$ cat src/rtl/crypt_pkg.sv
// Shared types and constants for the LFSR frame encryptor and its decrypt counterpart.
// Latency: none (declarations only).
// Backpressure: none (declarations only).
package crypt_pkg;

    typedef enum logic [2:0] {
        ST_IDLE  = 3'd0,
        ST_CHECK = 3'd1,
        ST_PAD   = 3'd2,
        ST_RD    = 3'd3,
        ST_WR    = 3'd4,
        ST_DONE  = 3'd5
    } enc_state_t;

    // Pad character placed around the message inside the frame.
    localparam logic [7:0] SPACE = 8'h20;

    // Known-good feedback tap masks, shared with the decrypt side.
    localparam logic [7:0] LFSR_PTRN [8] = '{8'hE1, 8'hD4, 8'hC6, 8'hB8,
                                             8'hB4, 8'hB2, 8'hFA, 8'hF3};

endpackage

$ cat src/rtl/lfsr8_step.sv
// One step of the 8-bit shift-left LFSR: nxt = {state[6:0], parity(state & taps)}.
// Latency: combinational.
// Backpressure: none.
// Ports: state (current value), taps (feedback mask), nxt (next value).
module lfsr8_step (
    input  logic [7:0] state,
    input  logic [7:0] taps,
    output logic [7:0] nxt
);

    assign nxt = {state[6:0], ^(state & taps)};

endmodule

$ cat src/rtl/lfsr_encrypt_engine.sv
// Builds a space-padded frame around a plaintext message in memory, XORs it with an LFSR stream and writes it back.
// Latency: start to done = 2 + pad bytes + 2 * message bytes (one cycle per pad byte, read+write per message byte).
// Backpressure: none; single RW memory port, start ignored while busy.
// Ports: clk/reset (async active-low); start/taps/seed/pre_len config; mem_* memory port;
//        busy while the frame is produced, done level when finished, err with done on bad config.
module lfsr_encrypt_engine
    import crypt_pkg::*;
#(
    parameter int MSG_LEN   = 55,
    parameter int FRAME_LEN = 64,
    parameter int SRC_BASE  = 0,
    parameter int DST_BASE  = 64
) (
    input  logic       clk,
    input  logic       reset,
    input  logic       start,
    input  logic [7:0] taps,
    input  logic [7:0] seed,
    input  logic [5:0] pre_len,
    output logic [7:0] mem_addr,
    output logic       mem_rd_en,
    input  logic [7:0] mem_rdata,
    output logic       mem_wr_en,
    output logic [7:0] mem_wdata,
    output logic       busy,
    output logic       done,
    output logic       err
);

    enc_state_t state;
    logic [6:0] idx;
    logic [7:0] lfsr;
    logic [7:0] lfsr_nxt;
    logic [7:0] taps_q;
    logic [7:0] seed_q;
    logic [5:0] pre_q;
    logic       err_q;

    logic [6:0] idx_nxt;
    logic       last;
    enc_state_t after_wr;

    lfsr8_step u_step (
        .state (lfsr),
        .taps  (taps_q),
        .nxt   (lfsr_nxt)
    );

    // Frame position i carries a message byte when 0 <= i - pre_len < MSG_LEN.
    // The difference fits in 7-bit two's complement since both operands are below 64.
    function automatic logic in_msg(input logic [6:0] i, input logic [5:0] pl);
        logic [6:0] d;
        d = i - {1'b0, pl};
        return !d[6] && (d < 7'(MSG_LEN));
    endfunction

    assign idx_nxt  = idx + 7'd1;
    assign last     = (idx == 7'(FRAME_LEN - 1));
    assign after_wr = last ? ST_DONE : (in_msg(idx_nxt, pre_q) ? ST_RD : ST_PAD);

    always_ff @(posedge clk or negedge reset) begin
        if (!reset) begin
            state  <= ST_IDLE;
            idx    <= '0;
            lfsr   <= '0;
            taps_q <= '0;
            seed_q <= '0;
            pre_q  <= '0;
            err_q  <= 1'b0;
        end else begin
            case (state)
                ST_IDLE, ST_DONE: begin
                    if (start) begin
                        taps_q <= taps;
                        seed_q <= seed;
                        pre_q  <= pre_len;
                        idx    <= '0;
                        lfsr   <= seed;
                        err_q  <= 1'b0;
                        state  <= ST_CHECK;
                    end
                end
                ST_CHECK: begin
                    // An all-zero seed or tap mask locks the LFSR; refuse before touching memory.
                    if (seed_q == 8'h00 || taps_q == 8'h00) begin
                        err_q <= 1'b1;
                        state <= ST_DONE;
                    end else begin
                        state <= in_msg(idx, pre_q) ? ST_RD : ST_PAD;
                    end
                end
                ST_PAD, ST_WR: begin
                    idx   <= idx_nxt;
                    lfsr  <= lfsr_nxt;
                    state <= after_wr;
                end
                ST_RD: begin
                    state <= ST_WR;
                end
                default: begin
                    state <= ST_IDLE;
                end
            endcase
        end
    end

    // Address and data are only driven in the strobe cycle and are zero elsewhere.
    always_comb begin
        mem_addr  = '0;
        mem_rd_en = 1'b0;
        mem_wr_en = 1'b0;
        mem_wdata = '0;
        case (state)
            ST_PAD: begin
                mem_wr_en = 1'b1;
                mem_addr  = 8'(DST_BASE) + {1'b0, idx};
                mem_wdata = SPACE ^ lfsr;
            end
            ST_RD: begin
                mem_rd_en = 1'b1;
                mem_addr  = 8'(SRC_BASE) + {1'b0, idx} - {2'b00, pre_q};
            end
            ST_WR: begin
                mem_wr_en = 1'b1;
                mem_addr  = 8'(DST_BASE) + {1'b0, idx};
                mem_wdata = mem_rdata ^ lfsr;
            end
            default: begin
            end
        endcase
    end

    assign busy = (state == ST_CHECK) || (state == ST_PAD) ||
                  (state == ST_RD)    || (state == ST_WR);
    assign done = (state == ST_DONE);
    assign err  = err_q;

endmodule
$ cat config.mk
export PLATFORM = sky130hd
export DESIGN_NAME = lfsr_encrypt_engine
export DESIGN_NICKNAME = d
export VERILOG_FILES = /design/src/rtl/crypt_pkg.sv /design/src/rtl/lfsr8_step.sv /design/src/rtl/lfsr_encrypt_engine.sv
export SDC_FILE = /design/constraint.sdc
export NUM_CORES = 1
export LEC_CHECK = 0
export ABC_AREA = 1
export ABC_CLOCK_PERIOD_IN_PS = 2400
export BUFFER_PORTS_ARGS = -buffer_cell sky130_fd_sc_hd__buf_2
export CAP_MARGIN = 20
export CORE_ASPECT_RATIO = 0.7
export CORE_UTILIZATION = 55
export CTS_BUF_LIST = sky130_fd_sc_hd__clkbuf_4 sky130_fd_sc_hd__clkbuf_8 sky130_fd_sc_hd__clkbuf_16
export DETAILED_ROUTE_END_ITERATION = 7
export MAX_ROUTING_LAYER = met4
export PLACE_DENSITY = 0.79
export REMOVE_ABC_BUFFERS = 1
export SKIP_LAST_GASP = 1
export SYNTH_ARGS = -nofsm -noshare
export SYNTH_HDL_FRONTEND = slang
export SYNTH_SLANG_ARGS = --single-unit
$ cat constraint.sdc
create_clock -name clk -period 2.4 [get_ports clk]
set_input_delay 0.24 -clock clk [delete_from_list [all_inputs] [get_ports clk]]
set_output_delay 0.24 -clock clk [all_outputs]
set_load 0.01 [all_outputs]
* Word-level counts from Yosys, hierarchy flattened
Cells that the tools add are included.
Storage, ports and cells: word-level logic and storage cells 61, register bits 41, bits in latches 0, memory bits (writable) 0, output and inout port bits 21, memories kept 0, input port bits 33, bits in read-only memories 0
Cells by class: divide/modulo/power cells 0, bitwise operators 3, multiply operators 0, magnitude comparators 2, add/subtract/negate cells 5, equal/unequal tests 8, mux-type cells 17, reductions and logical operators 19, shifts and indexed selects 0
Operators by type and width (count):
- $pmux 8 s2 | 3
- $logic_not 8->1 | 2
- $lt 7x6->1 const B | 2
- $pmux 7 s2 | 1
- $sub 7x6->7 | 2
- $pmux 3 s4 | 1
- $mux 3 | 3
- $add 7x7->8 const A | 1
- $and 8x8->8 | 1
- $mux 8 | 1
- $reduce_xor 8->1 | 1
- $sub 7x6->8 | 1
- $xor 8x8->8 | 1
- $add 7x1->7 const B | 1
- $eq 7x6->1 const B | 1
- $mux 7 | 1
- $eq 3x2->1 const B | 2
- $eq 3x3->1 const B | 2
- $mux 1 | 6
- $logic_or 1x1->1 | 4
- $ne 2x2->1 const B | 2
- $reduce_and 2->1 | 2
- $reduce_bool 2->1 | 2
- $reduce_or 2->1 | 2
- 7 further kinds | 9

* Depth between registers and ports, before layout
depth in word-level cells 7, gate-level depth with buffers 17

* By module
From an unflattened synthesis, not the netlist that was laid out.
Second synthesis, totals: cells, all modules 449, area, all modules 3074.2 um^2
Modules (own cells, without submodules):
- lfsr_encrypt_engine | cells each 387, instances 1, area an instance 2795.2 um^2
- lfsr8_step | cells each 62, instances 1, area an instance 279.0 um^2

* Worst setup path before layout
No wires, ideal clock.
path kind reg-to-reg, from register idx[1], to register state[0], required time 2.283 ns, stages on the path, launching flop included 17, slack 0.421 ns, arrival 1.861 ns, library setup time 0.117 ns, period minus slack after synthesis 1.979 ns, path through dfrtp_1 -> ha_1 -> nand2_1 -> nor2_1 -> nand2_1 -> nand2_1 -> inv_1 -> ha_1 -> nand2_1 -> nor3_1 -> nand2_1 -> nand3_1 -> nand2_1 -> nand3_1 -> nand3_1 -> nand2_1 -> nand2_1
On the way: cells in the longest elaborated chain, start to end 7, elaborated cells between the ends (all ways) 15
RTL lines:
- start: declaration | line lfsr_encrypt_engine.sv:31 | logic [6:0] idx;
- start signal: assignment | line lfsr_encrypt_engine.sv:93 | idx <= idx_nxt;
- $add 7x1->7 | line lfsr_encrypt_engine.sv:57 | assign idx_nxt = idx + 7'd1;
- $sub 7x6->7 | line lfsr_encrypt_engine.sv:53 | d = i - {1'b0, pl};
- $lt 7x6->1 / $logic_not 1->1 (equally long branches) | line lfsr_encrypt_engine.sv:54 | return !d[6] && (d < 7'(MSG_LEN));
- $logic_and 1x1->1 | line lfsr_encrypt_engine.sv:54
- $mux 1 | line lfsr_encrypt_engine.sv:59 | assign after_wr = last ? ST_DONE : (in_msg(idx_nxt, pre_q) ? ST_RD : ST_PAD);
- $mux 3 | line lfsr_encrypt_engine.sv:59
- $pmux 3 s4 (*) | line lfsr_encrypt_engine.sv:71 | case (state)
- end signal: assignment | line lfsr_encrypt_engine.sv:89 | state <= in_msg(idx, pre_q) ? ST_RD : ST_PAD;
- end signal: assignment | line lfsr_encrypt_engine.sv:95 | state <= after_wr;
- end: declaration | line lfsr_encrypt_engine.sv:30 | enc_state_t state;
Mark *: on every way between the ends. The rest lies on a longest branch, timed or not. A chain may end at the register's enable or synchronous reset.

* Worst setup path after layout
from register idx[0], to output mem_addr[6]
On the way: cells in the longest elaborated chain, start to end 2, elaborated cells between the ends (all ways) 3
RTL lines:
- $add 7x7->8 / $sub 7x6->8 (equally long branches) | line lfsr_encrypt_engine.sv:116, lfsr_encrypt_engine.sv:125, lfsr_encrypt_engine.sv:121
- $pmux 8 s2 (*) | line lfsr_encrypt_engine.sv:113 | case (state)
- end: declaration | line lfsr_encrypt_engine.sv:20 | output logic [7:0] mem_addr,
Marked as above.

==> results.md <==
- The overall die area is 5690 µm².
- The number of antenna diodes in the final layout is 0.
- The signal on the critical path passes through inv_2 -> ha_1 -> inv_1 -> fa_2 -> nand3_2 -> nand2_1 -> nand2_1 -> nand2_1 -> nand2_1 -> nand2_1 -> o22ai_2 -> buf_2.
- The die is 89.7 µm wide.
- For this block, the via count after detailed routing is 2781.
- The number of buffers on the longest clock path is 2.
- The initial antenna violation count was 0.
- TritonCTS built the clock tree.
- The launching element type of the critical path is a register.
- The kind of path behind the tightest hold check is in2async.
- The minimum setup slack after placement is 172 ps.
- For this design the top-level I/O count stands at 54.
- CTS placed an instance of sky130_fd_sc_hd__clkbuf_8 at the clock tree root.
- The aggregate global routing overflow is 0.
- The required arrival time at the worst endpoint is 2160 ps.
- The upper clock frequency limit is 438 MHz.
- The final-report hold violation count was 0.
- The time the worst path needs with I/O delays and setup is 2280 ps.
- Headroom to the max-slew limit came out at 0.384.
- The capture instance of the worst register-to-register path is state[0]$_DFFE_PN0P_.
- The setup skew after layout is 6.06 ps.
- The flow ran to the end, and the final reports show no timing, DRC or antenna violations.
- The biggest fanout along the worst timing path is 3.
- The number of global-route vias before repair is 2483.
- Across all register-to-register paths, the minimum setup slack is 170 ps.
- In the finished design, the share of the clock period the worst path needs comes to 0.951.
- After synthesis the cells add up to 2960 µm².
- Input and output buffers added on the ports amount to 53.
- For this design the ratio of total power to cell area is 374 nW/µm².
- The slowest stage cell on the critical path is sky130_fd_sc_hd__dfrtp_1.
- For this run, the slowest stage of the critical path takes 400 ps.
- In this run the critical register-to-register path is launched from idx[0]$_DFFE_PN0P_.
- Synthesis inferred 41 register bits.
- The leakage power summed over all cells is 1.84 nW.
- After layout, the worst setup slack is 117 ps.
- The final estimated routing congestion in global placement is 0.841.
- After clock tree synthesis, the clock-pin slew on the worst setup and hold paths is 80 ps.
- The fraction of the yosys area taken by sequential cells is 0.346.
- The number of design-rule violations left by the first detailed-router iteration is 163.
- The maximum vdd ir drop is 244 µV.
- Counting flops with an async set or reset pin after synthesis yields a share of 1.00.
- The critical path startpoint is idx[0]$_DFFE_PN0P_.
- The type of destination of the critical path is a primary output.
- The number of fill cells is 422.
- The floorplan row count is 21.
- The area growth from synthesis to layout is 15.3%.
- The count of antenna-violating nets left after detailed routing is 0.
- The count of cells along the worst register-to-register path is 14.
- The H-tree was split into 2 levels.
- Setup repair after global routing could not meet its margin everywhere.
- The number of instances in the synthesized netlist is 390.
- The yosys synthesis warning count is 0.
- For this run, the total global-route usage over all layers was measured as 0.265.
- The first detailed-routing pass took 4 iterations.
- The post-route DRC violation count is 0.
- The most numerous cell type found on the critical path is sky130_fd_sc_hd__nand2_1.
- The setup path with the least slack is of type reg2out.
- After the last flow step, the layout net total stands at 493.
- The routed design has 7130 µm of wire.
- Max-cap violations in this run came to 0.
- The most frequent standard cell in the layout excluding fill and tap cells is sky130_fd_sc_hd__nand2_1.
- The number of distinct library cells after synthesis is 37.
- In the final layout, the share of cells above drive strength 1 is 0.243.
- The clock reaches the later pin of the worst-skew pair after 290 ps.
- The initial core utilization is 0.597.
- In the final timing run, aggregate negative setup slack is 0 ps.
- The arrival time of the worst setup path is 2040 ps.
- The maximum number of pins on one net before global-route repair is 42.
- The half-perimeter wire length after detailed placement is 5160 µm.
- CTS saw 41 sinks.
- Setup violations remaining at the end of the flow were counted as 0.
- The synthesized area per cell is 7.60 µm².
- The library cells used most frequently in the layout, excluding fill and tap cells, are sky130_fd_sc_hd__nand2_1, sky130_fd_sc_hd__inv_1, sky130_fd_sc_hd__buf_2, sky130_fd_sc_hd__dfrtp_1, sky130_fd_sc_hd__nand3_1.
- The total clock buffers created by CTS is 5.
- After detailed routing, the number of vias per cell comes to 5.41.
- The transition at the pin with the smallest max-transition slack is 924 ps.
- The mean routed wirelength per cell is 13.9 µm.
- The floorplan step set the die height to 63.4 µm.
- The final max-slew violation count is 0.
- The wire length of the first global-routing pass is 11600 µm.
- Counting flops with a built-in enable in the synthesized netlist gives 0.
- The primary flip-flop cell chosen by synthesis mapping is sky130_fd_sc_hd__dfrtp_1.
- The end point of the critical path is mem_addr[6].
- The placeable core region is 4970 µm².
## critical path: cells and delay by family (launching register included)
| family | cells | cell delay, ps |
|---|---|---|
| adder cells (fa/ha/maj) | 2 | 510 |
| flip-flops | 1 | 400 |
| AO/OA/AOI/OAI | 1 | 90 |
| AND/OR/NAND/NOR | 6 | 460 |
| buffers and inverters | 3 | 300 |
## layout make-up
class	instances	area [µm²]	area share
multi-input combinational	274	1650	0.483
tap	69	86.3	0.0253
inverter	67	264	0.0772
clock inverter	2	35.0	0.0102
timing repair buffer	56	288	0.0842
sequential	41	1030	0.300
clock buffer	5	68.8	0.0201
## cells by family (layout without fill, tap and decap cells)
logic type,after synthesis,count (layout),synth area share
AND/OR/NAND/NOR,181,181,0.271
buffers and inverters,75,130,0.116
AO/OA/AOI/OAI,68,68,0.169
flip-flops,41,41,0.346
adder cells (fa/ha/maj),15,15,0.0684
XOR/XNOR,10,10,0.0295
## report_power, final
part	internal, mW	switching [mW]	leakage [nW]
clock network	0.302	0.236	0.0540
logic	0.0206	0.0285	1.25
registers	0.690	0	0.532
## repair_timing
action | in CTS | in global routing
buffers inserted | 1 | 2
pin swaps | 0 | 4
hold buffers | 0 | 0
hold endpoints to repair | 0 | 0
resized for setup | 1 | 9
endpoints found under the setup margin | 1 | 2
## worst min-delay path by stage
stage               cells after the start  slack, ps                   end       start
floorplan                               0        -60       err$_DFFE_PN0P_       reset
global placement                        1        420  pre_q[5]$_DFFE_PN0P_       reset
detailed placement                      1        420       err$_DFFE_PN0P_       reset
CTS                                     1        110       err$_DFFE_PN0P_       reset
global route                            3        130  pre_q[0]$_DFFE_PN0P_  pre_len[0]
finish                                  1         80       err$_DFFE_PN0P_       reset
## stage by stage
| stage | utilization | hold slack (ps) | power, mW | area, µm² | std cells |
|---|---|---|---|---|---|
| floorplan | - | -55.6 | 0.710 | 2890 | 382 |
| global placement | 0.652 | 421 | 0.753 | 3240 | 504 |
| detailed placement | 0.652 | 419 | 0.754 | 3240 | 504 |
| CTS | 0.674 | 111 | 1.29 | 3350 | 512 |
| global route | 0.688 | 134 | 1.32 | 3420 | 514 |
| finish | 0.688 | 81.5 | 1.28 | 3420 | 514 |
## Yosys cell counts (4+ instances only)
| library cell | count | share of area |
|---|---|---|
| sky130_fd_sc_hd__xnor2_1 | 6 | 0.018 |
| sky130_fd_sc_hd__buf_2 | 4 | 0.0068 |
| sky130_fd_sc_hd__o211ai_2 | 6 | 0.025 |
| sky130_fd_sc_hd__nand2_1 | 126 | 0.16 |
| sky130_fd_sc_hd__nand3_1 | 19 | 0.032 |
| sky130_fd_sc_hd__dfrtp_1 | 41 | 0.35 |
| sky130_fd_sc_hd__nor4_1 | 4 | 0.0084 |
| sky130_fd_sc_hd__nor2_1 | 16 | 0.020 |
| sky130_fd_sc_hd__o21ai_0 | 7 | 0.012 |
| sky130_fd_sc_hd__o32ai_1 | 8 | 0.024 |
| sky130_fd_sc_hd__inv_1 | 61 | 0.077 |
| sky130_fd_sc_hd__xor2_1 | 4 | 0.012 |
| sky130_fd_sc_hd__o21ai_1 | 15 | 0.025 |
| sky130_fd_sc_hd__inv_2 | 5 | 0.0063 |
| sky130_fd_sc_hd__a21oi_1 | 10 | 0.017 |
| sky130_fd_sc_hd__ha_1 | 13 | 0.055 |
| sky130_fd_sc_hd__o21ai_2 | 11 | 0.033 |
## flip-flops by register name, summed over array words and instances (netlist names)
register	cells
seed_q	8
state	3
idx	7
taps_q	8
pre_q	6
err	1
lfsr	8
## metal layers
layer / wire length, µm / vias to the layer above / track usage
met1: 3490 / 1314 / 0.369
met4: 76 / 0 / 0.0656
li1: - / 1373 / -
met3: 368 / 17 / 0.0459
met5: 0 / - / -
met2: 3200 / 77 / 0.404
Note: power is estimated with default switching activity, not from simulation.
